--- src/rtl/neuron_mac.sv ---
// Serial multiply-accumulate for one neuron: bias plus N_INPUTS signed 8x8 products,
// saturated per beat into a 21-bit signed sum handed to the activation stage.
module neuron_mac #(
  parameter int N_INPUTS = 64,
  parameter int CNT_W    = 7
) (
  input  logic        clk,
  input  logic        rst,
  input  logic        start,
  input  logic [20:0] bias,
  input  logic        in_valid,
  output logic        in_ready,
  input  logic [7:0]  x_in,
  input  logic [7:0]  w_in,
  output logic        out_valid,
  input  logic        out_ready,
  output logic [20:0] sum_out,
  output logic        sat,
  output logic        busy
);

  typedef enum logic [1:0] {IDLE, ACC, DONE} state_t;

  localparam logic [CNT_W-1:0] LAST = CNT_W'(N_INPUTS - 1);

  state_t             state_q, state_d;
  logic [20:0]        acc_q, acc_d;
  logic [CNT_W-1:0]   cnt_q, cnt_d;
  logic               sat_q, sat_d;
  logic signed [15:0] prod;
  logic signed [21:0] nxt;
  logic               accept;

  assign in_ready  = (state_q == ACC);
  assign out_valid = (state_q == DONE);
  assign busy      = (state_q != IDLE);
  assign sum_out   = acc_q;
  assign sat       = sat_q;
  assign accept    = in_valid & in_ready;

  always_comb begin
    prod    = $signed(x_in) * $signed(w_in);
    nxt     = $signed({acc_q[20], acc_q}) + $signed({{6{prod[15]}}, prod});
    state_d = state_q;
    acc_d   = acc_q;
    cnt_d   = cnt_q;
    sat_d   = sat_q;
    case (state_q)
      IDLE: if (start) begin
        acc_d   = bias;
        cnt_d   = '0;
        sat_d   = 1'b0;
        state_d = ACC;
      end
      ACC: if (accept) begin
        // Bits 21 and 20 disagree exactly when the 22-bit sum leaves the 21-bit range.
        if (nxt[21] != nxt[20]) begin
          acc_d = nxt[21] ? 21'h100000 : 21'h0FFFFF;
          sat_d = 1'b1;
        end else begin
          acc_d = nxt[20:0];
        end
        cnt_d = cnt_q + CNT_W'(1);
        if (cnt_q == LAST) state_d = DONE;
      end
      DONE: if (out_ready) state_d = IDLE;
      default: state_d = IDLE;
    endcase
  end

  always_ff @(posedge clk) begin
    if (rst) begin
      state_q <= IDLE;
      acc_q   <= '0;
      cnt_q   <= '0;
      sat_q   <= 1'b0;
    end else begin
      state_q <= state_d;
      acc_q   <= acc_d;
      cnt_q   <= cnt_d;
      sat_q   <= sat_d;
    end
  end

endmodule

--- config.mk ---
export PLATFORM = sky130hd
export DESIGN_NAME = neuron_mac
export DESIGN_NICKNAME = d
export VERILOG_FILES = /design/src/rtl/neuron_mac.sv
export SDC_FILE = /design/constraint.sdc
export NUM_CORES = 1
export LEC_CHECK = 0
export CORE_MARGIN = 5
export CORE_UTILIZATION = 55
export CTS_BUF_LIST = sky130_fd_sc_hd__clkbuf_16
export CTS_CLUSTER_DIAMETER = 40
export DETAILED_ROUTE_END_ITERATION = 10
export DONT_BUFFER_PORTS = 1
export GPL_TIMING_DRIVEN = 0
export PLACE_DENSITY = 0.74
export SLEW_MARGIN = 20
export SYNTH_ARGS = -nofsm -noshare
export SYNTH_HDL_FRONTEND = slang
export SYNTH_SLANG_ARGS = --single-unit
--- constraint.sdc ---
create_clock -name clk -period 10.49 [get_ports clk]
set_input_delay 1.5735 -clock clk [delete_from_list [all_inputs] [get_ports clk]]
set_output_delay 1.5735 -clock clk [all_outputs]
set_load 0.02 [all_outputs]
# Yosys cells after proc, flatten, opt, wreduce, memory -nomap -nowiden
# Index checks and enable logic that the tools add are counted.
# totals
register_bits	31
inputBits	42
word_cells	40
# classes
addsub	2
n_mul	1
n_eq_ne	9
n_mux	17
bitwise	1
reduce_logical	6
# op_table
cell	count
2-to-1 mux 21 bit	4
one-hot mux 21 bit (2 select lines)	1
adder 21 x 16 -> 22 bit	1
multiplier 8 x 8 -> 16 bit	1
2-to-1 mux 7 bit	2
one-hot mux 7 bit (2 select lines)	1
2-to-1 mux 2 bit	4
inequality test 2 x 1 -> 1 bit (second input constant)	4
AND reduction 4 bit	2
adder 7 x 1 -> 7 bit (second input constant)	1
equality test 7 x 6 -> 1 bit (second input constant)	1
one-hot mux 2 bit (3 select lines)	1
nonzero test 2 bit	2
2-to-1 mux 1 bit	3
AND reduction 3 bit	1
equality test 2 x 1 -> 1 bit (second input constant)	1
equality test 2 bit (second input constant)	1
logical NOT 2 bit	1
inequality test 2 bit (second input constant)	1
one-hot mux 1 bit (2 select lines)	1
bitwise AND 1 bit	1
inequality test 1 bit	1

# Depth between registers and ports, before layout
# Gate-level depths: netlist of the first run.
# logic_depth
ltp_word	6
depth_mapped	21
ltp_nobuf	20

# Worst setup path after synthesis of the first run
# Ideal clock, no wire load.
# synth_timing
path_type	input to register
from	in w_in[0]
to	reg acc_q[16], in the netlist sum_out[16]
setup_time_ns	0.083
arrival_time_ns	6.782
required_time_ns	10.407
slack_ns	3.625
path_stages	18
path_cell_list	and2_1 inv_1 fa_1 inv_1 fa_1 fa_1 fa_1 fa_1 ha_1 a211o_1 a31o_1 and3_4 nor4_4 o311ai_2 o21ai_4 buf_6 nor2_2 o31ai_4
# synth_between
elab_chain_len	6
# synth_rtl
element	line_no	rtl
from (decl)	14	input logic [7:0] w_in,
multiplier 8 x 8 -> 16 bit *	42	prod = $signed(x_in) * $signed(w_in);
adder 21 x 16 -> 22 bit *	43	nxt = $signed({acc_q[20], acc_q}) + $signed({{6{prod[15]}}, prod});
2-to-1 mux 21 bit / inequality test 1 bit (equally long branches)	58, 57	
2-to-1 mux 21 bit *	57	if (nxt[21] != nxt[20]) begin
2-to-1 mux 21 bit *	55	ACC: if (accept) begin
one-hot mux 21 bit (2 select lines) *	48	case (state_q)
to (signal assigned)	74	acc_q <= '0;
to (signal assigned)	79	acc_q <= acc_d;
to (decl)	27	logic [20:0] acc_q, acc_d;
# Mark *: on every way between the ends. The rest lies on a longest branch, timed or not. The select of a mux whose other input is x is not followed.
# A chain may end at the register's enable or synchronous reset.

# Worst setup path in the final report of the first run
# layout_timing
from	in w_in[1]
to	reg acc_q[16], in the netlist sum_out[16]
# The elaborated chain is that of the path after synthesis.

==> results by group, run 1 <==
GRT
  – Total Routing Usage GR: 22.8%
  – GRT Max-Usage Layer: met2
  – Overflow after GRT: 0
  – Number of global-route vias before repair: 4353
  – Met3 usage: around 4.1%
  – Antenna violations before repair: 0
  – M1 GR Usage: 29.1%
  – Largest net degree at the start of global routing: 15
  – Met2 Use GR: 39.9%
  – Global-route wire length before repair: 21500 um

Floorplan
  – Chip width: between 100 and 150 um
  – I/O pin count: 67
  – DIE HEIGHT: 108 um
  – Die area: 0.0118 mm2
  – Core footprint: around 0.0096 mm2
  – Row cnt: 36
  – Initial Util: 55.6%

Timing
  – Slew at the pin with the worst max-slew slack: 986 ps
  – Fmax: 0.141 GHz
  – Rel. slew slack: 34.3%
  – Final Max Slew Viols: 0
  – Final Hold Vio Count: 0
  – RSZ-0062 raised after global routing: false
  – Tcrit/Tclk final: 67.7%
  – Worst Slack Setup Final: around 3400 ps
  – Clk_skew: 3.73 ps
  – Setup_tns: 0 ps
  – Fin crit period: 7110 ps
  – Setup-failing EPs final: 0
  – Hold slack: between 400 and 500 ps

Drt
  – First-pass iteration count of the detailed router: 4
  – Initial DRC count: approximately 150
  – WL/cell: 16.9 um
  – Routed via count: 3998
  – Final ANT Viol Nets: 0
  – DRC errors left: 0
  – Total wire length: 12100 um
  – Vias/cell: 5.56

Setup path
  – Crit Path Class: in -> reg
  – R2R Path Start: sum_out[4]$_SDFFE_PP0P_
  – R2R Path End: sum_out[16]$_SDFFE_PP0P_
  – R2R cell count: 20
  – Worst Setup End Kind: register
  – Critical path peak fanout: 13
  – Crit path DAT: between 7000 and 8000 ps
  – Required time worst endpoint: 10680 ps
  – Startpoint type of the worst setup path: primary input
  – Internal reg-to-reg setup slack: 4920 ps

CTS
  – Hold-fix buffers, CTS: 0
  – Clock buffer depth: 2
  – CTS tree: done
  – Clk_lat worst skew: 280 ps
  – Clock net sink count: 31
  – Root Driver: clkbuf_16
  – Gates resized, CTS repair: 0
  – Clock H-tree levels: 2
  – Total CTS buffers: 5
  – Clock slew at the register clock pins of the worst setup and hold paths: 50 ps
  – Postcts setup bufs: 0

Run status
  – Status: finished clean

Finish
  – Growth of design area from synthesis to finish: 5.77%
  – Fillers: 843
  – Commonest non-fill, non-tap cell in the layout: inv_1
  – N_diodes: 0
  – Final nets: around 770
  – Most frequent cells in the layout: 102 x inv_1, 96 x fa_1, 55 x nand2_1, 51 x ha_1, 33 x and2_1
  – Fraction of layout cells with a size suffix above 1: a little over 4%
  – Fin cells: 719

Logic synthesis
  – EDFF count, synth: 0
  – Post-Syn Nets: about 770
  – Share of the synthesized area in the top cell type: 36.0%
  – Synthesized area: 0.00533 mm2
  – Cell taking the most area after synthesis: fa_1
  – Yosys cell types: 58
  – Async set-reset flop share out of synthesis: 0%
  – Synth top area cells: fa_1 36%, ha_1 12%, dfxtp_1 12%
  – Flops & latches, synth: 31
  – Syn Inst Count: 578
  – Avg Cell Area, Syn: 9.23 um2
  – Synth Flop Type: dfxtp_1
  – Yosys warns: 0
  – Sequential share of the synthesized area: between 10% and 20%

Hold path
  – Hold Path End: cnt_q[5]$_SDFFE_PP0P_
  – Worst hold stages: 2
  – Worst Hold Launch: cnt_q[5]$_SDFFE_PP0P_
  – Min-delay worst type: reg -> reg

Place
  – Placed cells: approximately 710
  – DPL Wire Length: 10700 um
  – Pre-CTS setup slack: approximately 3000 ps
  – Final Wtd Congestion: 0.916
  – Port Buffers: 0

Job
  – Max-cap viol count: 0
==> final cells by class <==
type / instances / area (um2) / area share, %
multi-input cells: 435 / 4280 / 75.9
flip-flops and latches: 31 / 621 / 11.0
inverters: 102 / 383 / 6.79
well taps: 133 / 166 / 2.95
clock buffers: 5 / 125 / 2.22
plain buffers: 10 / 47.5 / 0.843
clock inverters: 3 / 16.3 / 0.288
==> synth_stat cells, drive strengths merged (3+ instances only) <==
cell / instances
a211oi: 4
a21boi: 3
a21o: 7
a21oi: 32
a32oi: 3
and2: 33
and3: 3
buf: 3
clkbuf: 7
dfxtp: 31
fa: 96
ha: 51
inv: 101
nand2: 57
nand2b: 3
nand3: 4
nand4: 5
nor2: 28
o211ai: 3
o21a: 4
o21ai: 38
o22ai: 8
or3: 3
xnor2: 13
xor2: 8
==> sequential cells by signal, indices dropped and copies added, names as in the netlist <==
name     count
sat          1
sum_out     21
state_q      2
cnt_q        7
==> cell families after synthesis <==
group / count (synthesis) / share of synthesized area [%]
AND/OR/NAND/NOR: 145 / 13.6
AO/OA/AOI/OAI: 120 / 14.9
XOR/XNOR: 21 / 3.45
buffers and inverters: 112 / 8.07
adder cells (fa/ha/maj): 149 / 48.4
flip-flops: 31 / 11.6
==> stage by stage <==
step                      instance area [um2]  utilization (%)
after floorplan                          5330                -
after detailed placement                 5500             57.3
after global routing                     5640             58.8
after global placement                   5500             57.3
final                                    5640             58.8
after CTS                                5640             58.8
==> worst max path at each step <==
stage,start,to,slack (ps),cells after the start
after detailed placement,w_in[0],sum_out[16]$_SDFFE_PP0P_,3060,18
after global placement,w_in[0],sum_out[16]$_SDFFE_PP0P_,3110,18
after floorplan,w_in[0],sum_out[16]$_SDFFE_PP0P_,3630,18
final,w_in[1],sum_out[16]$_SDFFE_PP0P_,3380,17
after global routing,w_in[1],sum_out[14]$_SDFFE_PP0P_,3010,18
after CTS,w_in[0],sum_out[16]$_SDFFE_PP0P_,3320,18
==> per-layer routing <==
| metal | share of wire [%] | routed length [um] | vias up |
|---|---|---|---|
| li1 | - | - | 1900 |
| met3 | 5.9 | 720 | 13 |
| met1 | 41 | 4950 | 1996 |
| met5 | 0 | 0 | - |
| met2 | 52 | 6260 | 89 |
| met4 | 1.6 | 200 | 0 |
==> worst max-delay path, stage by stage <==
cell,delay (ps)
clkbuf_1,270
and2_1,710
fa_1,570
fa_1,550
fa_1,450
fa_1,510
ha_1,310
ha_1,370
a211o_1,310
a31o_1,230
and3_4,200
nor4_4,290
o311ai_2,220
o21ai_4,300
buf_6,190
nor2_2,60
o31ai_4,160
Power of run 1 is left out: the tool's default activity adds up to more than one toggle a clock period on the data nets, which glitch-free logic cannot reach.
==> run 2: changes to the inputs <==
PLACE_DENSITY = 0.77   (was 0.74)
clock period = 6.38 ns   (was 10.49 ns; I/O delays follow)
==> results by group, run 2 (synthesis results as in run 1) <==
Floorplan
  – Die area: 0.0118 mm2 (unchanged)
  – Core footprint: 0.00959 mm2 (unchanged)
  – DIE HEIGHT: 108 um (unchanged)
  – Initial Util: 55.6% (unchanged)
  – Row cnt: 36 (unchanged)
  – I/O pin count: 67 (unchanged)
  – Chip width: 108 um (unchanged)

Finish
  – Max reg flops: 21 (unchanged)
  – FF+latch area: 621 um2 (unchanged)
  – Most frequent cells in the layout: 101 x inv_1, 96 x fa_1, 55 x nand2_1, 51 x ha_1, 32 x a21oi_1 (was 102 x inv_1, 96 x fa_1, 55 x nand2_1, 51 x ha_1, 33 x and2_1)
  – Area of the multi-input gates: 0.00430 mm2 (was 0.00428 mm2)
  – Final nets: 777 (was 774)
  – Commonest non-fill, non-tap cell in the layout: inv_1 (unchanged)
  – Fraction of layout cells with a size suffix above 1: 4.93% (was 4.10%)
  – Fillers: 851 (was 843)
  – N_diodes: 0 (unchanged)
  – Growth of design area from synthesis to finish: 6.17% (was 5.77%)

Place
  – Pre-CTS setup slack: -470 ps (was 3060 ps)
  – DPL Wire Length: 10600 um (was 10700 um)
  – Port Buffers: 0 (unchanged)
  – Final Wtd Congestion: 0.888 (was 0.916)

GRT
  – Total Routing Usage GR: 22.6% (was 22.8%)
  – Met2 Use GR: 39.8% (was 39.9%)
  – Number of global-route vias before repair: 4402 (was 4353)
  – Antenna violations before repair: 0 (unchanged)
  – Global-route wire length before repair: 21100 um (was 21500 um)
  – Overflow after GRT: 0 (unchanged)
  – Largest net degree at the start of global routing: 15 (unchanged)
  – M1 GR Usage: 27.0% (was 29.1%)
  – GRT Max-Usage Layer: met2 (unchanged)
  – Met3 usage: 4.48% (was 4.06%)

Setup path
  – Crit path cell chain: nand2_1, fa_1, fa_1, inv_1, fa_1, inv_1, fa_1, inv_1, ha_1, ha_1, a21oi_1, nor2_1, a211oi_1, nand2_1, o22ai_4, nand2_2, o21ai_2, o21ai_1 (was clkbuf_1, and2_1, fa_1, fa_1, fa_1, fa_1, ha_1, ha_1, a211o_1, a31o_1, and3_4, nor4_4, o311ai_2, o21ai_4, buf_6, nor2_2, o31ai_4)
  – Critical path peak fanout: 8 (was 13)
  – CP peak stage delay: 710 ps (about the same)
  – Internal reg-to-reg setup slack: 710 ps (was 4920 ps)
  – CP most frequent cell: fa_1 (unchanged)
  – Startpoint type of the worst setup path: primary input (unchanged)
  – CP max-delay cell: fa_1 (was and2_1)
  – Required time worst endpoint: 6520 ps (was 10680 ps)
  – Worst Setup End Kind: register (unchanged)
  – R2R Path Start: sum_out[6]$_SDFFE_PP0P_ (was sum_out[4]$_SDFFE_PP0P_)
  – Crit path DAT: 6300 ps (was 7300 ps)
  – Crit Path Class: in -> reg (unchanged)
  – CP startpoint: w_in[2] (was w_in[1])

CTS
  – Root Driver: clkbuf_16 (unchanged)
  – CTS tree: done (unchanged)
  – Clock slew at the register clock pins of the worst setup and hold paths: 50 ps (about the same)
  – Clock buffer depth: 2 (unchanged)
  – Clock H-tree levels: 2 (unchanged)
  – Clock net sink count: 31 (unchanged)
  – Clk_lat worst skew: 280 ps (about the same)
  – Total CTS buffers: 5 (unchanged)

Drt
  – Vias/cell: 5.73 (was 5.56)
  – First-pass iteration count of the detailed router: 4 (unchanged)
  – Total wire length: 12600 um (was 12100 um)
  – Initial DRC count: 216 (was 148)
  – WL/cell: 17.5 um (was 16.9 um)
  – Final ANT Viol Nets: 0 (unchanged)
  – Routed via count: 4131 (was 3998)
  – DRC errors left: 0 (unchanged)

Timing
  – Setup_tns: 0 ps (unchanged)
  – Final Hold Vio Count: 0 (unchanged)
  – Final Max Slew Viols: 0 (unchanged)
  – Fmax: between 0.15 and 0.2 GHz
  – Rel. slew slack: 56.0% (was 34.3%)
  – Tcrit/Tclk final: 96.6%
  – Setup-failing EPs final: 0 (unchanged)
  – Fin crit period: 6160 ps
  – Worst Slack Setup Final: 219 ps (was 3380 ps)
  – Slew at the pin with the worst max-slew slack: 657 ps (was 986 ps)
  – Hold slack: 486 ps (was 490 ps)
  – Clk_skew: 6.06 ps (was 3.73 ps)
  – RSZ-0062 raised after global routing: false (unchanged)

Hold path
  – Min-delay worst type: reg -> reg (unchanged)
  – Worst Hold Launch: cnt_q[5]$_SDFFE_PP0P_ (unchanged)

Job
  – Max-cap viol count: 0 (unchanged)

Run status
  – Status: finished clean (unchanged)
-- run 2: cell types whose count changed in the layout (fill, tap and decap cells not counted), sizes merged --
cell,change
buf,+2
clkinvlp,-1
and2,+1
clkinv,+1
inv,-1
-- run 2: through the flow --
step                util (%)  area, um2  cells
floorplan                  -       5330    578
finish                  59.0       5660    721
detailed placement      57.3       5500    711
CTS                     58.8       5640    718
global placement        57.3       5500    711
global route            59.0       5660    721
-- run 2: path summary, 6_finish.rpt --
path	to	depth (start not counted)
worst min register to register	cnt_q[5]$_SDFFE_PP0P_	2
worst max register to register	sum_out[3]$_SDFFE_PP0P_	19
worst max-delay path	sum_out[18]$_SDFFE_PP0P_	18
worst min-delay path	cnt_q[5]$_SDFFE_PP0P_	2
-- run 2: area by class of cell --
| cell class | count | area share (%) |
|---|---|---|
| multi-input cells | 436 | 75.9 |
| flip-flops and latches | 31 | 11.0 |
| inverters | 102 | 6.76 |
| well taps | 133 | 2.94 |
| clock buffers | 5 | 2.21 |
| plain buffers | 10 | 0.862 |
| repair buffers | 2 | 0.265 |
| clock inverters | 2 | 0.155 |
-- run 2: worst max-delay path: cells and delay by family --
kind,cells,cell delay (ps)
compound gates,5,1570
buf+inv,3,270
fa+ha+maj,6,2970
simple gates,4,510
-- run 2: per-layer routing --
metal	wire, um	vias to the layer above
met2	6260	146
li1	-	1902
met4	438	0
met1	5140	2045
met5	0	-
met3	770	38
-- run 2: what timing repair did --
item | CTS | global route
pin swaps | 0 | 1
gates resized for setup | 2 | 4
buffers inserted | 0 | 2
hold buffers | 0 | 0
endpoints found under the setup margin | 19 | 19
cloned | 0 | 1
Power of run 2 is left out for the same reason.
